[config.mk]
export PLATFORM = sky130hd
export DESIGN_NAME = occupancy_state_controller
export DESIGN_NICKNAME = d
export VERILOG_FILES = /design/src/rtl/occupancy_state_controller.sv
export SDC_FILE = /design/constraint.sdc
export NUM_CORES = 1
export LEC_CHECK = 0
export CORE_MARGIN = 3
export CORE_UTILIZATION = 25
export DETAILED_ROUTE_END_ITERATION = 12
export PLACE_DENSITY = 0.47
export SLEW_MARGIN = 0
export SYNTH_ARGS = -nofsm -noshare
export SYNTH_HDL_FRONTEND = slang
export SYNTH_SLANG_ARGS = --single-unit
[constraint.sdc]
create_clock -name Clock -period 2 [get_ports Clock]
set_input_delay 0.4 -clock Clock [delete_from_list [all_inputs] [get_ports Clock]]
set_output_delay 0.4 -clock Clock [all_outputs]
set_load 0.05 [all_outputs]
[src/rtl/occupancy_state_controller.sv]
// ---------------------------------------------------------------------------
// occupancy_state_controller
//
// Produces the 2-bit lighting state for the automatic-lighting FSM. The raw
// motion sensor and manual pushbutton are each passed through a 2-flop
// synchroniser and a consecutive-sample debounce filter. The filtered values
// then drive the occupancy state machine, which includes a hold-off timer.
//
// Parameters:
//   DEBOUNCE_CYCLES - consecutive differing synchronised samples needed
//                     before a filtered input flips (>= 1)
//   HOLD_CYCLES     - cycles the light stays in HOLD once motion ceases (>= 1)
//
// Ports:
//   Clock          in   system clock, rising edge
//   Reset_n        in   asynchronous active-low reset
//   Motion         in   raw occupancy sensor (asynchronous), 1 = motion
//   Manual_Btn     in   raw manual-override button (asynchronous), 1 = pressed
//   Present_State  out  00 OFF, 01 ON, 10 HOLD, 11 MANUAL (state register)
//   Expire_Pulse   out  one-cycle pulse after the HOLD->OFF timeout edge
// ---------------------------------------------------------------------------
module occupancy_state_controller #(
  parameter int DEBOUNCE_CYCLES = 4,
  parameter int HOLD_CYCLES     = 16
) (
  input  logic       Clock,
  input  logic       Reset_n,
  input  logic       Motion,
  input  logic       Manual_Btn,
  output logic [1:0] Present_State,
  output logic       Expire_Pulse
);

  localparam int CNT_W = $clog2(DEBOUNCE_CYCLES + 1);
  // A single-cycle hold still needs a one-bit timer register.
  localparam int TMR_W = (HOLD_CYCLES > 1) ? $clog2(HOLD_CYCLES) : 1;
  localparam logic [CNT_W-1:0] CNT_LAST = CNT_W'(DEBOUNCE_CYCLES - 1);
  localparam logic [TMR_W-1:0] TMR_LOAD = TMR_W'(HOLD_CYCLES - 1);

  typedef enum logic [1:0] {
    ST_OFF    = 2'b00,
    ST_ON     = 2'b01,
    ST_HOLD   = 2'b10,
    ST_MANUAL = 2'b11
  } state_t;

  // Channel 0 is motion, channel 1 is the button.
  logic [1:0] raw_in;
  logic [1:0] filt;

  assign raw_in = {Manual_Btn, Motion};

  genvar gi;
  generate
    for (gi = 0; gi < 2; gi++) begin : g_input
      logic             sync1_reg;
      logic             sync2_reg;
      logic             filt_reg;
      logic [CNT_W-1:0] cnt_reg;

      always_ff @(posedge Clock or negedge Reset_n) begin
        if (!Reset_n) begin
          sync1_reg <= 1'b0;
          sync2_reg <= 1'b0;
          filt_reg  <= 1'b0;
          cnt_reg   <= '0;
        end else begin
          sync1_reg <= raw_in[gi];
          sync2_reg <= sync1_reg;
          // Any agreeing sample restarts the run; the filtered value only
          // flips after an unbroken run of DEBOUNCE_CYCLES differing samples.
          if (sync2_reg == filt_reg) begin
            cnt_reg <= '0;
          end else if (cnt_reg == CNT_LAST) begin
            filt_reg <= ~filt_reg;
            cnt_reg  <= '0;
          end else begin
            cnt_reg <= cnt_reg + CNT_W'(1);
          end
        end
      end

      assign filt[gi] = filt_reg;
    end
  endgenerate

  logic mot;
  logic btn_evt;
  logic btn_prev_reg;

  assign mot     = filt[0];
  // Press event only; releasing the button is deliberately ignored.
  assign btn_evt = filt[1] & ~btn_prev_reg;

  state_t           state_reg, state_next;
  logic [TMR_W-1:0] timer_reg, timer_next;
  logic             expire_reg, expire_next;

  always_ff @(posedge Clock or negedge Reset_n) begin
    if (!Reset_n) begin
      state_reg    <= ST_OFF;
      timer_reg    <= '0;
      expire_reg   <= 1'b0;
      btn_prev_reg <= 1'b0;
    end else begin
      state_reg    <= state_next;
      timer_reg    <= timer_next;
      expire_reg   <= expire_next;
      btn_prev_reg <= filt[1];
    end
  end

  // Button event takes priority in every state. The timer is only touched
  // in ON (load) and HOLD (decrement while non-zero), so it never wraps.
  always_comb begin
    state_next  = state_reg;
    timer_next  = timer_reg;
    expire_next = 1'b0;
    case (state_reg)
      ST_OFF: begin
        if (btn_evt) begin
          state_next = ST_MANUAL;
        end else if (mot) begin
          state_next = ST_ON;
        end
      end
      ST_ON: begin
        if (btn_evt) begin
          state_next = ST_MANUAL;
        end else if (!mot) begin
          state_next = ST_HOLD;
          timer_next = TMR_LOAD;
        end
      end
      ST_HOLD: begin
        if (btn_evt) begin
          state_next = ST_MANUAL;
        end else if (mot) begin
          state_next = ST_ON;
        end else if (timer_reg == '0) begin
          state_next  = ST_OFF;
          expire_next = 1'b1;
        end else begin
          timer_next = timer_reg - TMR_W'(1);
        end
      end
      ST_MANUAL: begin
        if (btn_evt) begin
          state_next = ST_OFF;
        end
      end
      default: begin
        state_next = ST_OFF;
      end
    endcase
  end

  assign Present_State = state_reg;
  assign Expire_Pulse  = expire_reg;

endmodule

==> summary by stage <==
Run status
The run finished with clean final reports.

Global route
The initial antenna violation count is 0. The largest net degree at the start of global routing is 21. The total global-route track usage is 8.42%. The via count of the first global-routing pass is 595. The first-pass GRT wire length is 2760 µm. The leftover overflow at the end of global routing is 0.

Final layout
The number of nets in the layout is 94. Summing all flip-flop and latch instances after layout gives 500 µm². The multi-input combinational cells in the finished layout cover a total of 373 µm². The relative area change from synthesis to final layout is 15.8%.

The filler cells instantiated in the layout total 362. Cells with a size suffix above 1 make up 14.0% of the layout. The antenna diode instance count is 0. The flip-flop count of the largest register, all copies and words added is 6.

The final instance area is 1040 µm².

Timing
The final number of setup-violating endpoints is 0. The worst clock skew is 0.00911 ns. After layout, the worst path uses 91.7% of the clock period. The number of hold violations in the final report came to 0. At the pin with the least slew margin, the transition time is 0.487 ns. After layout, the minimum clock period comes to 1.83 ns.

The relative max-transition margin is 67.4%. Setup total negative slack on the finished layout was measured at 0 ns. Setup repair after global routing left no endpoint under its margin. Static timing analysis puts the maximum clock frequency at 0.545 GHz.

The final max-slew violation count is 0.

Power
The reported leakage power is 0.450 nW. Summing internal, switching and leakage power gives 1.45 mW. In this run the power density over the cells is 1380 nW/µm². The largest voltage drop on the vdd net is 0.352 mV.

Logic synthesis
The flip-flop and latch count after synthesis is 20. Counting distinct cell types in the post-synthesis netlist gives 31. For this run, the number of Yosys warnings is 0. The xor and xnor fraction of the mapped netlist area is 2.91%.

The leading cell type by number of instances after synthesis is dfrtp_1. The cell area that synthesis handed to floorplanning was 902 µm². The biggest area consumer among synthesized cells is dfrtp_1. The simple-gate portion of the synthesized area is 21.9%. The post-synthesis net count is 85. The fraction of registers with async set/reset is 100%. After synthesis, the largest area contributor takes up 55.5% of total cell area.

For this run, the leading register cell type out of synthesis is dfrtp_1. In the post-synthesis netlist, the biggest area contributors are dfrtp_1 55%, ha_1 4.2%, nor2b_1 3.5%. The complex-gate fraction of the synthesized area is 9.85%.

The synthesized netlist devotes 4.16% of its cell area to adder and majority cells. By area, the combinational part of the netlist is dominated by simple AND/OR/NAND/NOR gates. Each instance of the synthesized netlist takes up on average 11.6 µm².

Ranked by instance count, the synthesized netlist is headed by 20 x dfrtp_1, 7 x nor2_1, 5 x nor2b_1. Sequential cells were found to cover 55.5% of the synthesized design area. The number of enable-type register cells in the synthesized netlist is 0. In the synthesized netlist, mux cells make up 2.50% of the area.

The synthesized instance count is 78.

Clock tree
The maximum root-to-sink buffer count is 2. The number of H-tree branching levels is 1. The number of CTS-inserted buffers is 3. After clock tree synthesis, the flow added hold-fix buffers numbering 0. The clock root buffer is clkbuf_4. In this run the post-CTS setup repair buffer count came out at 0. After clock tree synthesis, the clock-pin slew on the worst setup and hold paths is 0.12 ns.

The clock latency of the later-clocked register in the worst-skew pair is 0.30 ns. Gates resized during post-CTS repair numbered 0. The CTS tree is yes. The tree built by TritonCTS fans out to 20 sinks.

Placed design
The final weighted congestion in routability-driven placement is 0.718. The number of I/O port buffers is 6. The HPWL reported at the end of detailed placement is 1070 µm. The placed standard-cell area is 1010 µm².

Setup path
STA classifies the critical path endpoint as an output pin. STA classifies the critical path startpoint as a register. The slowest cell on the critical path is clkdlybuf4s50_1. The reg-to-reg critical path startpoint is timer_reg[1].

The timing startpoint of the critical path is Expire_Pulse. The data arrival time of the critical path is 1.43 ns. The number of buffers and inverters on the critical path is 1. The maximum fanout along the worst path is 1. Broken down by cell family, the worst path's largest delay share belongs to buffers and inverters. The startpoint-to-endpoint class of the critical path is reg -> out. Walking the worst path, the cells encountered are clkdlybuf4s50_1. STA puts the critical path data required time at 1.60 ns. The delay of the slowest critical-path stage is 0.79 ns.

Routing
The post-detailed-route via-to-cell ratio is 4.35. In the routed design, unresolved DRC markers number 0. Detailed routing inserted a total of 574 vias.

The detailed-route wire length is 1500 µm. The mean routed wirelength per cell is 11.3 µm. The number of DRC violations after detailed-routing iteration 0 is 31. The number of routed nets with antenna violations is 0. The number of optimization iterations in the first detailed-route pass is 2.

Job
The number of maximum-capacitance violations is 0.

Floorplan
The floorplan step defined a die boundary enclosing 4370 µm². The floorplan has 21 rows. Once the floorplan was initialized, standard cells occupied 26.4% of the core. The floorplan step set the die width to 66.1 µm. Measured along the y axis, the die boundary spans 66.1 µm.

In this run the standard cell core region covers 3420 µm². The number of ports placed on the die boundary is 7.

Min path
The kind of path behind the tightest hold check is reg -> reg. In this run the most critical hold path is launched from g_input[0].sync1_reg.
[area by class of cell]
class | instances | area share [%]
flip-flops and latches | 20 | 47.9
repair buffers | 7 | 5.99
well taps | 46 | 5.51
inverters | 4 | 1.44
clock buffers | 4 | 3.47
multi-input cells | 51 | 35.7
[stage by stage]
step,util [%],hold WS [ns],setup WS (ns),cells
after floorplan,-,0.104,0.355,78
after detailed placement,29.5,0.335,0.328,128
after CTS,30.6,0.353,0.141,132
after global placement,29.5,0.337,0.381,128
after global routing,30.6,0.345,0.102,132
final,30.6,0.347,0.166,132
[layout by cell type (no fill, tap or decap), types with 3 or more instances in the layout]
cell type and count:
ha_1 3, buf_4 3, dfrtp_1 20, nor2b_1 5, xnor2_1 3, nor3b_1 3, a21oi_1 4, clkdlybuf4s50_1 4
inv_1 4, clkbuf_4 3, nor2_1 7
[logic make-up (layout without fill, tap and decap cells)]
kind of cell               Yosys count  count (layout)
AOI/OAI and AO/OA                   12              12
adders and majority gates            3               3
and+or+nand+nor                     31              31
muxes                                2               2
DFF                                 20              20
xor gates and xnor gates             3               3
buffers and inverters                7              15
[routing by layer]
layer  wire, µm  global-route usage (%)
met1        669                    9.67
met2        744                    13.8
met3         70                    3.74
met4         12                    3.05
met5          0                       0
[power breakdown]
group | switching (mW) | leakage (nW) | internal [mW] | total (mW)
combinational | 0.298 | 0.192 | 0.260 | 0.558
sequential | 0.138 | 0.237 | 0.515 | 0.653
clock | 0.124 | 0.0210 | 0.111 | 0.235
total | 0.560 | 0.450 | 0.886 | 1.45
[final timing paths]
kind / slack [ns] / to / cells past startpoint
setup / recovery: 0.17 / Expire_Pulse / 1
setup reg to reg: 0.32 / timer_reg[1] / 5
max in group asynchronous: 1.36 / btn_prev_reg / 2
min in group asynchronous: 0.42 / g_input[0].cnt_reg[2] / 2
hold / removal: 0.35 / g_input[0].sync2_reg / 0
hold reg to reg: 0.35 / g_input[0].sync2_reg / 0
No activity file was read; power rests on OpenSTA's default activity.
